`src/rtl/idi_pkg.sv`:
```
// Shared definitions for the IDI request path.
//   IDI_ADDR_W / IDI_DATA_W : default address / data widths of the sink interface.
//   idi_req_t               : one queued request {is_write, addr, wdata}.
package idi_pkg;
    localparam int unsigned IDI_ADDR_W = 64;
    localparam int unsigned IDI_DATA_W = 32;

    typedef struct packed {
        logic                  is_write;
        logic [IDI_ADDR_W-1:0] addr;
        logic [IDI_DATA_W-1:0] wdata;
    } idi_req_t;
endpackage

```
`src/rtl/idi_sync_fifo.sv`:
```
// Generic synchronous FIFO storage: DEPTH entries of type T with read/write
// pointers and an occupancy counter.
//   clk, rst   : rising-edge clock, synchronous active-high reset (control only)
//   push       : write push_data at the tail (caller never pushes when full)
//   push_data  : entry to store
//   pop        : drop the head entry (caller never pops when empty)
//   head       : entry at the read pointer
//   occupancy  : number of stored entries, 0..DEPTH
module idi_sync_fifo
    import idi_pkg::*;
#(
    parameter int unsigned DEPTH = 4,
    parameter type         T     = idi_req_t
) (
    input  logic                   clk,
    input  logic                   rst,
    input  logic                   push,
    input  T                       push_data,
    input  logic                   pop,
    output T                       head,
    output logic [$clog2(DEPTH):0] occupancy
);
    localparam int unsigned PTR_W = $clog2(DEPTH);
    localparam int unsigned CNT_W = PTR_W + 1;

    T                 mem_q [DEPTH];
    logic [PTR_W-1:0] wr_ptr_q, wr_ptr_d;
    logic [PTR_W-1:0] rd_ptr_q, rd_ptr_d;
    logic [CNT_W-1:0] occ_q, occ_d;

    // DEPTH is a power of two, so pointer increments wrap naturally.
    always_comb begin
        wr_ptr_d = wr_ptr_q;
        rd_ptr_d = rd_ptr_q;
        occ_d    = occ_q;
        if (push) wr_ptr_d = wr_ptr_q + PTR_W'(1);
        if (pop)  rd_ptr_d = rd_ptr_q + PTR_W'(1);
        case ({push, pop})
            2'b10:   occ_d = occ_q + CNT_W'(1);
            2'b01:   occ_d = occ_q - CNT_W'(1);
            default: occ_d = occ_q;
        endcase
    end

    always_ff @(posedge clk) begin
        if (rst) begin
            wr_ptr_q <= '0;
            rd_ptr_q <= '0;
            occ_q    <= '0;
        end else begin
            wr_ptr_q <= wr_ptr_d;
            rd_ptr_q <= rd_ptr_d;
            occ_q    <= occ_d;
        end
    end

    // Storage is data only; stale contents are never observable because
    // occupancy gates every use of the head.
    always_ff @(posedge clk) begin
        if (push) mem_q[wr_ptr_q] <= push_data;
    end

    assign head      = mem_q[rd_ptr_q];
    assign occupancy = occ_q;
endmodule

```
`src/rtl/idi_req_fifo.sv`:
```
// Request buffer in front of idi_sink. Queues read/write requests in order,
// presents the head to the sink and returns read data through a one-entry
// response register. A read head is held back while that register is full.
// Optional statistics outputs are built when IDI_REQ_FIFO_STATS_EN is defined.
//   up_*        : upstream request channel (valid/ready)
//   snk_*       : sink channel, driven from the FIFO head
//   rsp_*       : read response channel (valid/ready)
//   occupancy   : current FIFO entry count
//   stat_*      : completed write/read counts and occupancy high-water mark
module idi_req_fifo
    import idi_pkg::*;
#(
    parameter int unsigned DEPTH  = 4,
    parameter int unsigned ADDR_W = IDI_ADDR_W,
    parameter int unsigned DATA_W = IDI_DATA_W
) (
    input  logic                   clk,
    input  logic                   rst,
    input  logic                   up_valid,
    output logic                   up_ready,
    input  logic                   up_is_write,
    input  logic [ADDR_W-1:0]      up_addr,
    input  logic [DATA_W-1:0]      up_wdata,
    output logic                   snk_valid,
    input  logic                   snk_ready,
    output logic                   snk_is_write,
    output logic [ADDR_W-1:0]      snk_addr,
    output logic [DATA_W-1:0]      snk_wdata,
    input  logic [DATA_W-1:0]      snk_rdata,
    output logic                   rsp_valid,
    input  logic                   rsp_ready,
    output logic [DATA_W-1:0]      rsp_rdata,
    output logic [$clog2(DEPTH):0] occupancy
`ifdef IDI_REQ_FIFO_STATS_EN
    ,
    output logic [31:0]            stat_wr_cnt,
    output logic [31:0]            stat_rd_cnt,
    output logic [$clog2(DEPTH):0] stat_max_occ
`endif
);
    localparam int unsigned CNT_W = $clog2(DEPTH) + 1;

    typedef struct packed {
        logic              is_write;
        logic [ADDR_W-1:0] addr;
        logic [DATA_W-1:0] wdata;
    } req_t;

    req_t        push_req;
    req_t        head;
    logic        push;
    logic        pop;
    logic        capture;
    logic        rsp_valid_q, rsp_valid_d;
    logic [DATA_W-1:0] rsp_rdata_q, rsp_rdata_d;

    assign push_req = {up_is_write, up_addr, up_wdata};

    // Ready depends only on registered occupancy, so a full FIFO refuses a
    // push even in a cycle where the sink pops.
    assign up_ready = !rst && (occupancy != CNT_W'(DEPTH));
    assign push     = up_valid && up_ready;

    idi_sync_fifo #(
        .DEPTH (DEPTH),
        .T     (req_t)
    ) u_fifo (
        .clk       (clk),
        .rst       (rst),
        .push      (push),
        .push_data (push_req),
        .pop       (pop),
        .head      (head),
        .occupancy (occupancy)
    );

    // A read head may only issue if its response has somewhere to land:
    // the slot is empty or is being drained this same cycle.
    assign snk_valid    = (occupancy != '0) &&
                          !(!head.is_write && rsp_valid_q && !rsp_ready);
    assign snk_is_write = head.is_write;
    assign snk_addr     = head.addr;
    assign snk_wdata    = head.wdata;

    assign pop     = snk_valid && snk_ready;
    assign capture = pop && !head.is_write;

    // A capture wins over a drain, keeping the slot full with new data.
    always_comb begin
        rsp_valid_d = rsp_valid_q;
        rsp_rdata_d = rsp_rdata_q;
        if (capture) begin
            rsp_valid_d = 1'b1;
            rsp_rdata_d = snk_rdata;
        end else if (rsp_valid_q && rsp_ready) begin
            rsp_valid_d = 1'b0;
        end
    end

    always_ff @(posedge clk) begin
        if (rst) begin
            rsp_valid_q <= 1'b0;
            rsp_rdata_q <= '0;
        end else begin
            rsp_valid_q <= rsp_valid_d;
            rsp_rdata_q <= rsp_rdata_d;
        end
    end

    assign rsp_valid = rsp_valid_q;
    assign rsp_rdata = rsp_rdata_q;

`ifdef IDI_REQ_FIFO_STATS_EN
    logic [31:0]      stat_wr_cnt_q, stat_wr_cnt_d;
    logic [31:0]      stat_rd_cnt_q, stat_rd_cnt_d;
    logic [CNT_W-1:0] stat_max_occ_q, stat_max_occ_d;

    always_comb begin
        stat_wr_cnt_d  = stat_wr_cnt_q;
        stat_rd_cnt_d  = stat_rd_cnt_q;
        stat_max_occ_d = stat_max_occ_q;
        if (pop &&  head.is_write) stat_wr_cnt_d = stat_wr_cnt_q + 32'd1;
        if (pop && !head.is_write) stat_rd_cnt_d = stat_rd_cnt_q + 32'd1;
        if (occupancy > stat_max_occ_q) stat_max_occ_d = occupancy;
    end

    always_ff @(posedge clk) begin
        if (rst) begin
            stat_wr_cnt_q  <= '0;
            stat_rd_cnt_q  <= '0;
            stat_max_occ_q <= '0;
        end else begin
            stat_wr_cnt_q  <= stat_wr_cnt_d;
            stat_rd_cnt_q  <= stat_rd_cnt_d;
            stat_max_occ_q <= stat_max_occ_d;
        end
    end

    assign stat_wr_cnt  = stat_wr_cnt_q;
    assign stat_rd_cnt  = stat_rd_cnt_q;
    assign stat_max_occ = stat_max_occ_q;
`endif
endmodule
```
`config.mk`:
```
export PLATFORM = sky130hd
export DESIGN_NAME = idi_req_fifo
export DESIGN_NICKNAME = d
export VERILOG_FILES = /design/src/rtl/idi_pkg.sv /design/src/rtl/idi_sync_fifo.sv /design/src/rtl/idi_req_fifo.sv
export SDC_FILE = /design/constraint.sdc
export NUM_CORES = 1
export LEC_CHECK = 0
export BUFFER_PORTS_ARGS = -buffer_cell sky130_fd_sc_hd__buf_2
export CAP_MARGIN = 10
export CORE_MARGIN = 2
export CORE_UTILIZATION = 40
export DETAILED_ROUTE_END_ITERATION = 10
export SYNTH_ARGS = -nofsm -noshare
export SYNTH_HDL_FRONTEND = slang
export SYNTH_SLANG_ARGS = --single-unit
```
`constraint.sdc`:
```
create_clock -name clk -period 7.99 [get_ports clk]
set_input_delay 0.799 -clock clk [delete_from_list [all_inputs] [get_ports clk]]
set_output_delay 0.799 -clock clk [all_outputs]
set_load 0.05 [all_outputs]
```
# Word-level counts from Yosys, hierarchy flattened
# Memory sizes are Yosys's and may differ from the RTL's. A register that Yosys moved wholly into a read port is not among the register bits.
# Index checks and enable logic that the tools add are counted.
dict set report totals {
  latchBits 0
  word_cells 35
  out_inout_bits 135
  reg_bits 40
  ramBits 388
  mem_bits_ro 0
  n_memories 1
}
# memory depth word_bits read_ports rd_clocked_by_memory_dff wr line
set memory_table {}
lappend memory_table {u_fifo.mem_q 4 97 1 1 1 idi_sync_fifo.sv:26} ;# T mem_q [DEPTH];
dict set report classes {
  mul 0
  n_addsub 4
  shift 0
  magnitude_cmp 0
  n_eq_ne 3
  reduce_logical 15
  div_mod_pow 0
  n_bitwise 0
  mux 7
}
# operator count
set ops {}
lappend ops {{1-bit logical AND} 8}
lappend ops {{3-bit case mux with 2 select lines} 1}
lappend ops {{2-bit by 1-bit adder with 2-bit output, second input constant} 2}
lappend ops {{1-bit logical NOT} 4}
lappend ops {{1-bit two-way mux} 4}
lappend ops {{2-bit two-way mux} 2}
lappend ops {{2-bit nonzero test} 2}
lappend ops {{3-bit by 1-bit adder with 3-bit output, second input constant} 1}
lappend ops {{3-bit != test, second input constant} 1}
lappend ops {{3-bit nonzero test} 1}
lappend ops {{3-bit by 1-bit subtractor with 3-bit output, second input constant} 1}
lappend ops {{2-bit by 1-bit == test with 1-bit output, second input constant} 1}
lappend ops {{2-bit == test, second input constant} 1}

# Depth between registers and ports, before layout
dict set report logic_depth {
  word_depth 8
  mapped_depth 9
  mapped_depth_nobuf 9
}

# Hierarchy
# From an unflattened synthesis, not the netlist that was laid out.
dict set report unflattened {
  cells_unflattened 702
  hier_area_um2 15970.3
}
# mod area_per_inst_um2 cells_per_inst n_inst seq_area_each_um2
set modules_own_cells {}
lappend modules_own_cells {idi_sync_fifo 14412.6 552 1 11831.3}
lappend modules_own_cells {idi_req_fifo 1557.7 150 1 660.6}

# Worst setup path before layout
# No wires, ideal clock.
dict set report synth_timing {
  kind {register to register}
  from {register u_fifo.occ_q[0], in the netlist u_fifo.occupancy[0]}
  to {memory u_fifo.mem_q[0][0] (netlist name), enable pin}
  period_less_slack_ns 3.995
  arrival_time_ns 3.528
  t_required_ns 7.523
  path_stages_with_launch 4
  setup_time_ns 0.467
  setup_slack_ns 3.995
  cell_sequence {dfxtp_1 -> nor3b_1 -> nor3_1 -> and2_1}
}
dict set report synth_via {
  elab_chain_len 5
}
# element line
set synth_rtl {}
lappend synth_rtl {{start, declared} idi_sync_fifo.sv:29} ;# logic [CNT_W-1:0] occ_q, occ_d;
lappend synth_rtl {{start signal, assigned} idi_sync_fifo.sv:49} ;# occ_q <= '0;
lappend synth_rtl {{start signal, assigned} idi_sync_fifo.sv:53} ;# occ_q <= occ_d;
lappend synth_rtl {{3-bit != test} idi_req_fifo.sv:61} ;# assign up_ready = !rst && (occupancy != CNT_W'(DEPTH));
lappend synth_rtl {{1-bit logical AND} idi_req_fifo.sv:61}
lappend synth_rtl {{1-bit logical AND} idi_req_fifo.sv:62} ;# assign push = up_valid && up_ready;
lappend synth_rtl {{1-bit two-way mux} idi_sync_fifo.sv:60} ;# if (push) mem_q[wr_ptr_q] <= push_data;
lappend synth_rtl {{1-bit two-way mux (not written as such)} idi_sync_fifo.sv:60}
lappend synth_rtl {{end, declared} idi_sync_fifo.sv:26}
# No other way between the ends.

==> reports/qor.csv <==
metric;value;unit
period_minus_slack;3.75;ns
ys_ff_latch;430;
critPathKind;register to primary output;
clk_path_buf_depth;3;
end_kind;primary output;
tightest_slew;1.12;ns
synthTopCellsByArea;edfxtp_1 (74%), mux4_2 (14%), dfxtp_1 (5.3%);
leakagePower;0.00650;uW
synth_nets;848;
clkLatencyLatePin;0.56;ns
grt-ovfl-total;0;
grt_pass1_vias;7869;
slew-limit-headroom;25.2;%
crit_fanout;52;
syn_area;15800;sq um
fin_skew;0.0142;ns
synth_ff_type;edfxtp_1;
power_switching_share;32.7;%
cts_inserted_buffers;45;
timing.fmax;267;MHz
nets;1137;
die_w;203;um
grt_start_max_net_pins;65;
fin_util;49.0;%
vdd_drop_max;0.245;mV
rows;72;
p_int;4180;uW
ctsResizeCount;0;
cellPowerDensity;326;nW/um^2
p_seq_share;42.4;%
fin_total_pwr;6210;uW
setup_viol;0;
clkSinkCount;430;
synth.distinct_cells;31;
cap_violations;0;
post_drt_wl_per_cell;20.6;um
grt_usage;15.7;%
postCtsHoldBufs;0;
dr.pass1.iters;5;
worstPathArrival;2.95;ns
grt_pass1_wl;48.2;mm
die_height;203;um
rsz0062_at_grt;false;
routed_wl;32.1;mm
synth_top_area_cell;edfxtp_1;
start_util;40.6;%
ys_async_sr_fraction;0;%
hp-class;input pin to register;
place_congestion;0.728;
dieArea;41100;sq um
cts_tree;done;
synth-seq-area-share;79.2;%
finalHoldViolCount;0;
yosysWarnings;0;
vias_per_cell;4.93;
dr_total_vias;7660;
pwr-share-clk;30.9;%
ant_nets;0;
synth_edf_count;388;
cp_data_required_time;7.19;ns
post_cts_buffers;0;
run_status;finished clean;
switchingPower;2030;uW
placement.io_buffers;268;
drtIter0Drc;396;
syn_inst;708;
yosysMostFrequentCell;edfxtp_1;
synth_common_cells;edfxtp_1 (388), mux4_2 (97), nand2_1 (64), dfxtp_1 (42), mux2i_1 (32);
drive_above_1_share;43.2;%
root_buffer;clkbuf_16;
area_growth;20.6;%
reg2reg_slack;4.51;ns
avgSynthCellArea;22.3;sq um
combPwrFrac;26.8;%
slew_violations;0;
route.detailed.drc;0;
startpoint_type;register;
cts_htree_levels;2;
synth_top_area_share;73.8;%
antenna_found_initial;13;
fin_crit_sh;46.9;%
tns;0;ns
core_area;38800;sq um
path_clk_slew;0.06;ns
ios;269;
hpwlAfterDp;19.8;mm
## per-stage QoR
step	instances	worst slack, ns	hold WS, ns	area [sq um]
floorplan	708	4.00	0.486	15800
global placement	1468	4.44	0.439	17700
detailed placement	1468	4.38	0.444	17700
CTS	1549	4.09	0.410	19000
global route	1550	4.08	0.429	19000
finish	1554	4.24	0.450	19000
## registers in the layout, summed over array words and instances, names as in the netlist, named ones only
| name | cells |
|---|---|
| rsp_valid | 1 |
| u_fifo.wr_ptr_q | 2 |
| u_fifo.mem_q | 388 |
| u_fifo.rd_ptr_q | 2 |
| u_fifo.occupancy | 3 |
| rsp_rdata | 32 |
## layout by cell type (no fill, tap or decap), types with 5 or more instances in the layout
cell type  netlist  final
buf_2           10    268
buf_4            0      7
clkbuf_1        17     12
clkbuf_16        0     46
clkinv_1         0      8
clkinv_2         0      8
dfxtp_1         42     40
diode_2          0      5
edfxtp_1       388    388
ha_1             5      5
inv_1            7      7
mux2i_1         32     32
mux4_2          97     97
nand2_1         64     64
nor2_1           9      9
## per-layer routing
layer  global-route usage (%)  vias up  wire length (um)
met5                        0        -                88
met4                     5.55       16               743
met3                     5.55       65              2760
met2                     23.6      239             14900
met1                     21.1     3864             13600
li1                         -     3476                 -
## cell type report
type | count | area (sq um)
Antenna cell | 5 | 12.5
Clock buffer | 59 | 1210
Clock inverter | 22 | 146
Fill cell | 3230 | 19800
Inverter | 8 | 30.0
Multi-Input combinational cell | 237 | 3080
Sequential cell | 430 | 12500
Tap cell | 518 | 648
Timing Repair Buffer | 275 | 1390
## power groups by stage
stage / registers, uW / clock network [uW] / logic (uW)
3_3_place_gp: 2680 / 0 / 1690
5_1_grt: 2640 / 2070 / 1750
3_5_place_dp: 2680 / 0 / 1690
4_1_cts: 2630 / 1980 / 1700
2_1_floorplan: 2760 / 0 / 1240
6_report: 2630 / 1920 / 1660
## kinds of logic after synthesis
| logic type | share of synthesized area (%) |
|---|---|
| flip-flops | 79.2 |
| multiplexers | 16.2 |
| AND/OR/NAND/NOR | 2.33 |
| buffers and inverters | 1.36 |
| AO/OA/AOI/OAI | 0.357 |
| adder cells (fa/ha/maj) | 0.523 |
| XOR/XNOR | 0.111 |
## path summary, 6_finish.rpt
check,cells after the start,start,endpoint
worst max-delay path,5,register,snk_valid
worst min-delay path,1,up_addr[51],u_fifo.mem_q[3][83]$_DFFE_PP_
worst max register to register,4,register,rsp_rdata[4]$_SDFFE_PP0P_
worst min register to register,2,rsp_rdata[24]$_SDFFE_PP0P_,rsp_rdata[24]$_SDFFE_PP0P_
## worst max-delay path, cell delays in order (launching register included)
cell and delay (ns):
dfxtp_4 0.78, buf_4 0.74, mux4_2 0.47, nor2_1 0.12, nor2_1 0.04, buf_2 0.22
Note: power is estimated with default switching activity, not from simulation.
